File: config.mk
export PLATFORM = sky130hd
export DESIGN_NAME = univ_shift_reg
export DESIGN_NICKNAME = d
export VERILOG_FILES = /design/src/rtl/univ_shift_reg.sv
export SDC_FILE = /design/constraint.sdc
export NUM_CORES = 1
export LEC_CHECK = 0
export CAP_MARGIN = 20
export CELL_PAD_IN_SITES_DETAIL_PLACEMENT = 1
export CELL_PAD_IN_SITES_GLOBAL_PLACEMENT = 1
export CORE_MARGIN = 4
export CORE_UTILIZATION = 30
export DETAILED_ROUTE_END_ITERATION = 7
export GPL_TIMING_DRIVEN = 0
export PLACE_DENSITY_LB_ADDON = 0.2
export SETUP_SLACK_MARGIN = 0.5
export SLEW_MARGIN = 20
export SYNTH_ARGS = -nofsm -noshare
export SYNTH_HDL_FRONTEND = slang
export SYNTH_SLANG_ARGS = --single-unit
File: constraint.sdc
create_clock -name i_clk -period 2.44 [get_ports i_clk]
set_clock_uncertainty 0.1 [all_clocks]
set_input_delay 0.488 -clock i_clk [delete_from_list [all_inputs] [get_ports i_clk]]
set_output_delay 0.488 -clock i_clk [all_outputs]
set_load 0.05 [all_outputs]
File: src/rtl/univ_shift_reg.sv
// Universal WIDTH-bit shift register: hold, shift right/left, parallel load, with a word-completion counter.
// Latency: one cycle; a mode applied before edge N is visible on o_q after edge N.
// Backpressure: none; i_en=0 freezes all state, there is no handshake.
//
// Ports:
//   i_clk, i_rst       clock and synchronous active-high reset
//   i_en               clock enable (0 holds q and the shift count)
//   i_mode             00 hold, 01 shift right, 10 shift left, 11 parallel load
//   i_d                parallel load data
//   i_sin_r, i_sin_l   serial inputs entering the MSB (right shift) / LSB (left shift)
//   i_rot              rotate select, only present when ROTATE_EN is defined
//   o_q, o_nq          register contents and their complement
//   o_sout_r, o_sout_l bits leaving on a right / left shift
//   o_word_done        one-cycle pulse after WIDTH shifts since last load, reset or wrap
// Optional feature macro: ROTATE_EN (adds i_rot and end-around rotation).
module univ_shift_reg #(
    parameter int WIDTH = 8
) (
    input  logic             i_clk,
    input  logic             i_rst,
    input  logic             i_en,
    input  logic [1:0]       i_mode,
    input  logic [WIDTH-1:0] i_d,
    input  logic             i_sin_r,
    input  logic             i_sin_l,
`ifdef ROTATE_EN
    input  logic             i_rot,
`endif
    output logic [WIDTH-1:0] o_q,
    output logic [WIDTH-1:0] o_nq,
    output logic             o_sout_r,
    output logic             o_sout_l,
    output logic             o_word_done
);

    localparam int              CW   = $clog2(WIDTH);
    localparam logic [CW-1:0]   LAST = CW'(WIDTH - 1);

    localparam logic [1:0] MODE_HOLD  = 2'b00;
    localparam logic [1:0] MODE_RIGHT = 2'b01;
    localparam logic [1:0] MODE_LEFT  = 2'b10;
    localparam logic [1:0] MODE_LOAD  = 2'b11;

    logic [WIDTH-1:0] r_q;
    logic [CW-1:0]    r_cnt;
    logic             r_word_done;

    logic             w_in_r;
    logic             w_in_l;
    logic [WIDTH-1:0] w_q_next;
    logic [CW-1:0]    w_cnt_next;
    logic             w_done_next;
    logic             w_shift;

    // Serial entry bits; with rotation the bit leaving one end re-enters the other.
`ifdef ROTATE_EN
    assign w_in_r = i_rot ? r_q[0]       : i_sin_r;
    assign w_in_l = i_rot ? r_q[WIDTH-1] : i_sin_l;
`else
    assign w_in_r = i_sin_r;
    assign w_in_l = i_sin_l;
`endif

    always_comb begin
        w_q_next    = r_q;
        w_cnt_next  = r_cnt;
        w_done_next = 1'b0;
        w_shift     = 1'b0;
        if (i_en) begin
            case (i_mode)
                MODE_RIGHT: begin
                    w_q_next = {w_in_r, r_q[WIDTH-1:1]};
                    w_shift  = 1'b1;
                end
                MODE_LEFT: begin
                    w_q_next = {r_q[WIDTH-2:0], w_in_l};
                    w_shift  = 1'b1;
                end
                MODE_LOAD: begin
                    w_q_next   = i_d;
                    w_cnt_next = '0;
                end
                default: begin
                    w_q_next = r_q;
                end
            endcase
            // Both directions feed one counter; the WIDTH-th shift wraps it and flags the word.
            if (w_shift) begin
                if (r_cnt == LAST) begin
                    w_cnt_next  = '0;
                    w_done_next = 1'b1;
                end else begin
                    w_cnt_next = r_cnt + 1'b1;
                end
            end
        end
    end

    always_ff @(posedge i_clk) begin
        if (i_rst) begin
            r_q         <= '0;
            r_cnt       <= '0;
            r_word_done <= 1'b0;
        end else begin
            r_q         <= w_q_next;
            r_cnt       <= w_cnt_next;
            r_word_done <= w_done_next;
        end
    end

    assign o_q         = r_q;
    assign o_nq        = ~r_q;
    assign o_sout_r    = r_q[0];
    assign o_sout_l    = r_q[WIDTH-1];
    assign o_word_done = r_word_done;

endmodule
==> reports/qor.yml, run 1 <==
outcome:
  status: "finished clean"
placement:
  numPortBuffers: 33
  gp_congestion: 0.687
  dp_worst_setup_slack_ns: 0.190
  placedInstanceArea_sq_mm: 0.00109
  detailed_place_hpwl_mm: 1.71
setup_path:
  r2r_start: "r_cnt[0]"
  worstPathRequired_ns: 1.85
  crit_fanout: 5
  worst_path_largest_cell_delay_ns: 0.48
  worst_path_max_delay_cell: "sky130_fd_sc_hd__clkdlybuf4s15_1"
  path_class: "reg -> out"
  endpoint_kind: "primary output"
  reg_to_reg_setup_timing_slack_ns: 0.92
  setup.worst_path.start: "o_q[0]"
  regToRegEndpoint: "r_cnt[0]"
  reg2regPathDepth: 4
  worst-endpoint-arrival_ns: 1.28
  critical_path.startpoint_type: "register"
  worstPathCellList: "buf_4, clkdlybuf4s15_1"
final_layout:
  finish.net_count: 138
  post-route-cell-area_sq_mm: 0.00115
  final_layout_size_suffix_gt1_share_pct: 26.7
  area_delta_synth_final_pct: 58.9
  insertedDiodeCount: 0
  final_core_util_pct: 50.9
global_route:
  met2_usage_pct: 27.6
  grtUsageMet1_pct: 18.0
  grt_antenna_before_repair: 0
  grt_first_pass_wirelength_mm: 3.86
  grt.met3_usage_pct: 3.17
  maximum_number_of_pins_on_one_net_before_global_route_repair: 11
  grt_pass1_vias: 789
  grt-ovfl-total: 0
  globalRouteTotalUtil_pct: 15.3
  grt_busiest_layer: "met2"
floorplan:
  width_of_the_die_um: 57.1
  io_pins: 34
  die_area_sq_mm: 0.00326
  die_h_um: 57.1
  row_count: 17
  initial_utilization_pct: 32.0
  floorplan.core_area_sq_mm: 0.00225
clock_tree:
  cts_num_sinks: 12
  clk_pin_slew_ns: 0.08
  postCtsSetupRepairBufs: 0
  clock_tree_from_tritoncts: "done"
  numCtsBuffers: 3
  insertion_delay_ns: 0.27
  ctsLongestPathBuffers: 2
  root_buffer: "sky130_fd_sc_hd__clkbuf_4"
  cts_h_tree_depth: 1
timing:
  timing_hold_violations_final: 0
  grt_setup_unrepaired: "no"
  final_setup_viols: 0
  max-slew-margin-rel_pct: 49.0
  totalNegativeSetupSlack_ns: 0
  finalCritPeriodShare_pct: 76.7
  final.setup.worst_slack_ns: 0.569
  tightestPinTransition_ns: 0.765
  final-max-slew-violation-count: 0
  finalWorstPathRequiredPeriod_ns: 1.87
  max_freq_mhz: 534
synthesis:
  ys.flop_type: "sky130_fd_sc_hd__dfxtp_1"
  yosys.area.top_type_share_pct: 33.3
  synth-edff-count: 0
  synth-seq-cells: 12
  synthesis.nets: 99
  sequential_area_share_after_synthesis_pct: 33.3
  netlist.top_cell.by_area: "sky130_fd_sc_hd__dfxtp_1"
  yosys_warnings: 0
  asyncSetResetFlopFracSynth_pct: 0
  synthesis.instances: 79
  mappedNetlistArea_sq_um: 722
  netlist_top_cells_area: "sky130_fd_sc_hd__dfxtp_1 (33%), sky130_fd_sc_hd__a311oi_2 (15%), sky130_fd_sc_hd__ha_1 (8.7%)"
  synth.distinct_cells: 21
  syn_avg_cell_area_sq_um: 9.14
flow_run:
  maxCapViolCount: 0
power:
  clock_power_share_pct: 21.9
  combPwrFrac_pct: 39.4
  leakagePower_nw: 0.487
  pwr-share-seq_pct: 38.7
  power.switching_w: 0.000230
  power.density_mw_per_mm2: 502
  worst_ir_drop_vdd_mv: 0.240
  netSwitchingFraction_pct: 40.0
  internal_power_w: 0.000346
  pwr_total_w: 0.000576
detailed_routing:
  drt_drc_violations_left: 0
  drt-initial-drc-count: 1
  vias_per_cell: 5.08
  via_count: 732
  wirelength_mm: 2.31
  drt-wirelength-per-cell_um: 16.0
  drt-pass1-iter-count: 4
  drtAntennaViolNets: 0
hold_path:
  hold_path_end: "r_cnt[2]"
  holdCritPathClass: "reg -> reg"
  holdCritStartpoint: "r_cnt[2]"
  holdPathStages: 2
[power groups by stage]
stage	clock, W	combinational, W	sequential, W
after floorplan	0	0.000112	0.000259
after global placement	0	0.000227	0.000226
after detailed placement	0	0.000232	0.000227
after CTS	0.000131	0.000217	0.000222
after global routing	0.000144	0.000242	0.000226
final	0.000126	0.000227	0.000223
[per-layer routing]
| layer | share of wire, % | up-vias |
|---|---|---|
| li1 | - | 350 |
| met1 | 40 | 359 |
| met2 | 54 | 19 |
| met3 | 4.6 | 4 |
| met4 | 0.91 | 0 |
| met5 | 0 | - |
[cells by family (layout without fill, tap and decap cells)]
logic type / Yosys count / count (layout) / share of synthesized area, %
and+or+nand+nor: 26 / 26 / 19.2
AOI/OAI and AO/OA: 19 / 19 / 26.7
buffers and inverters: 17 / 54 / 12.1
adders and majority gates: 5 / 5 / 8.67
DFF: 12 / 12 / 33.3
[stage by stage]
step,std cells,hold slack (ns)
2_1_floorplan,79,0.336
3_3_place_gp,140,0.346
3_5_place_dp,140,0.372
4_1_cts,143,0.382
5_1_grt,144,0.407
6_report,144,0.373
[Yosys cell counts (2+ instances only)]
cell,instances
sky130_fd_sc_hd__ha_1,5
sky130_fd_sc_hd__nand3_1,2
sky130_fd_sc_hd__nor2_1,8
sky130_fd_sc_hd__dfxtp_1,12
sky130_fd_sc_hd__a22oi_1,8
sky130_fd_sc_hd__a311oi_2,7
sky130_fd_sc_hd__inv_1,10
sky130_fd_sc_hd__buf_4,3
sky130_fd_sc_hd__a21oi_1,2
sky130_fd_sc_hd__nand2_1,11
[final cells by class]
cell class / count / area [sq um]
clock buffers: 3 / 22.5
plain buffers: 7 / 62.6
repair buffers: 34 / 319
inverters: 10 / 37.5
flip-flops and latches: 12 / 240
multi-input cells: 50 / 430
fillers: 292 / 1110
well taps: 28 / 35.0
[repair_timing]
action                     4_1_cts  5_1_grt
pin swaps                        1        3
gates cloned                     0        1
gates resized for setup         21       17
hold endpoints to repair         0        0
setup endpoints to repair       21       13
hold buffers                     0        0
[how the worst max path moves through the flow]
stage / endpoint / slack (ns) / cells after the start
floorplan: o_nq[0] / 0.83 / 1
global placement: o_q[7] / 0.26 / 6
detailed placement: o_q[5] / 0.19 / 7
CTS: o_q[5] / 0.52 / 7
global route: o_q[7] / 0.49 / 2
finish: o_q[0] / 0.57 / 2
[state kept, by name, indices dropped and copies added, names as in the netlist]
name and cells:
o_word_done 1, o_q 8, r_cnt 3
[critical path, delay by kind of cell (launching register included)]
family	cells	cell delay, ns
buffers and inverters	2	0.61
flip-flops	1	0.40
[layout by cell type, fill, tap and decap left out, types with 3 or more instances in the layout]
master | netlist | final
sky130_fd_sc_hd__dfxtp_1 | 12 | 12
sky130_fd_sc_hd__nand2_1 | 11 | 4
sky130_fd_sc_hd__clkdlybuf4s50_1 | 0 | 12
sky130_fd_sc_hd__a311oi_2 | 7 | 7
sky130_fd_sc_hd__a22oi_1 | 8 | 8
sky130_fd_sc_hd__nand2_2 | 0 | 7
sky130_fd_sc_hd__nor2_1 | 8 | 8
sky130_fd_sc_hd__buf_4 | 3 | 3
sky130_fd_sc_hd__ha_1 | 5 | 5
sky130_fd_sc_hd__clkbuf_4 | 0 | 3
sky130_fd_sc_hd__dlygate4sd2_1 | 0 | 17
sky130_fd_sc_hd__inv_1 | 10 | 10
Power figures use the tool's default switching activity.
==> inputs of run 2 (changes only) <==
--- a/config.mk
+++ b/config.mk
@@ -9,7 +9,7 @@
 export CELL_PAD_IN_SITES_DETAIL_PLACEMENT = 1
 export CELL_PAD_IN_SITES_GLOBAL_PLACEMENT = 1
 export CORE_MARGIN = 4
-export CORE_UTILIZATION = 30
+export CORE_UTILIZATION = 28
 export DETAILED_ROUTE_END_ITERATION = 7
 export GPL_TIMING_DRIVEN = 0
 export PLACE_DENSITY_LB_ADDON = 0.2
==> constraint.sdc (replaced) <==
create_clock -name i_clk -period 1.9 [get_ports i_clk]
set_clock_uncertainty 0.1 [all_clocks]
set_input_delay 0.38 -clock i_clk [delete_from_list [all_inputs] [get_ports i_clk]]
set_output_delay 0.38 -clock i_clk [all_outputs]
set_load 0.05 [all_outputs]
==> run 2 against run 1 <==
Effect of this change:
- cell count is 2.8% higher
- clock power is 71% higher
- via count is 0.27% higher
- die area is 6.1% higher
- first-iteration DRC count grew to 5.0 times the previous value
- non-clock buffer count is 1 higher
- count of clock-buffer cells in the layout is 1 higher
- critical path depth is 2 higher
- combinational power is 38% higher
- power is 41% higher
- global-route usage is 1.4 points lower
- critical path type is now reg -> reg
- largest cell class unchanged
==> reports/qor.yml, run 2 (same netlist as run 1, synthesis figures left out) <==
outcome:
  status: "finished clean"
timing:
  final.setup.worst_slack_ns: 0.482
  max-slew-margin-rel_pct: 81.8
  finalCritPeriodShare_pct: 74.6
  timing_hold_violations_final: 0
  totalNegativeSetupSlack_ns: 0
  max_freq_mhz: 705
  final_setup_viols: 0
  final-max-slew-violation-count: 0
  fin_hold_ws_ns: 0.394
  tightestPinTransition_ns: 0.273
  grt_setup_unrepaired: "yes"
  finalWorstPathRequiredPeriod_ns: 1.42
setup_path:
  path_class: "reg -> reg"
  worstPathRequired_ns: 2.02
  reg_to_reg_setup_timing_slack_ns: 0.48
  reg2regPathDepth: 4
  crit_fanout: 2
  worst-endpoint-arrival_ns: 1.53
  critical_path.startpoint_type: "register"
  endpoint_kind: "register"
flow_run:
  maxCapViolCount: 0
detailed_routing:
  vias_per_cell: 4.96
  drt_drc_violations_left: 0
  drt-pass1-iter-count: 2
  wirelength_mm: 2.21
  drtAntennaViolNets: 0
  drt-wirelength-per-cell_um: 14.9
  drt-initial-drc-count: 5
  via_count: 734
final_layout:
  post-route-cell-area_sq_mm: 0.00123
  insertedDiodeCount: 0
  final_layout_size_suffix_gt1_share_pct: 55.1
  sequential_cell_area_sq_um: 273
  final_cell_mix: "sky130_fd_sc_hd__buf_4 (19), sky130_fd_sc_hd__clkdlybuf4s50_1 (11)"
  largest_register_ffs: 8
  multi_input_comb_area_sq_um: 442
  layout.filler_cells: 293
  final_core_util_pct: 49.6
  layout.cells.most_common: "sky130_fd_sc_hd__buf_4"
  area_delta_synth_final_pct: 70.4
  finish.net_count: 139
floorplan:
  initial_utilization_pct: 29.1
  die_h_um: 58.8
  floorplan.core_area_sq_mm: 0.00248
  die_area_sq_mm: 0.00345
  row_count: 18
  width_of_the_die_um: 58.8
  io_pins: 34
global_route:
  grt_pass1_vias: 741
  globalRouteTotalUtil_pct: 13.9
  grt-ovfl-total: 0
  grt_antenna_before_repair: 0
  maximum_number_of_pins_on_one_net_before_global_route_repair: 11
  grt_first_pass_wirelength_mm: 3.64
power:
  power.density_mw_per_mm2: 663
  leakagePower_nw: 0.485
  worst_ir_drop_vdd_mv: 0.277
clock_tree:
  root_buffer: "sky130_fd_sc_hd__clkbuf_4"
  cts_h_tree_depth: 1
  hold_buffers: 0
  insertion_delay_ns: 0.28
  clk_pin_slew_ns: 0.10
  clock_tree_from_tritoncts: "done"
  numCtsBuffers: 3
  ctsLongestPathBuffers: 2
  cts_num_sinks: 12
placement:
  detailed_place_hpwl_mm: 1.59
  numPortBuffers: 33
  gp_congestion: 0.692
  placedInstanceArea_sq_mm: 0.00114
  dp_worst_setup_slack_ns: -0.330
hold_path:
  holdCritPathClass: "reg -> reg"
  holdPathStages: 2
run 2: cell type report:
type | instances | share of cell area, %
Sequential cell | 12 | 22.2
Multi-Input combinational cell | 50 | 35.9
Timing Repair Buffer | 35 | 25.0
Tap cell | 30 | 3.05
Buffer | 7 | 6.21
Clock buffer | 4 | 2.95
Inverter | 10 | 4.68
run 2: power by group:
group	leakage [nW]	total (W)	internal, W	switching (W)
Sequential	0.105	0.000286	0.000266	0.0000204
Combinational	0.359	0.000314	0.000127	0.000187
Clock	0.0210	0.000215	0.000116	0.0000984
run 2: repair_timing:
item	in CTS	in global routing
hold endpoints to repair	0	0
pin swaps	3	6
buffers inserted	1	1
setup endpoints to repair	31	21
gates resized for setup	132	24
run 2: worst paths after layout:
kind	from	end
hold reg to reg	r_cnt[1]	r_cnt[1]
setup reg to reg	r_cnt[0]	r_cnt[0]
setup / recovery	r_cnt[0]	r_cnt[0]
hold / removal	r_cnt[1]	r_cnt[1]
run 2: worst max-delay path, cell delays in order, from the launching register on:
cell                      delay, ns
sky130_fd_sc_hd__dfxtp_2       0.35
sky130_fd_sc_hd__ha_4          0.16
sky130_fd_sc_hd__ha_4          0.15
sky130_fd_sc_hd__or4b_4        0.47
sky130_fd_sc_hd__a21oi_2       0.13
run 2: metal layers:
| metal | share of wire (%) | GRT usage (%) | wire length, um | up-vias |
|---|---|---|---|---|
| met2 | 55 | 24.3 | 1220 | 17 |
| li1 | - | - | - | 352 |
| met5 | 0 | 0 | 0 | - |
| met1 | 40 | 16.5 | 877 | 363 |
| met3 | 4.4 | 3.07 | 97 | 2 |
| met4 | 0.63 | 5.18 | 14 | 0 |
run 2: stage by stage:
stage	power (W)	std cells
after global routing	0.000851	148
after CTS	0.000806	147
after detailed placement	0.000602	142
after global placement	0.000598	142
after floorplan	0.000487	79
final	0.000815	148
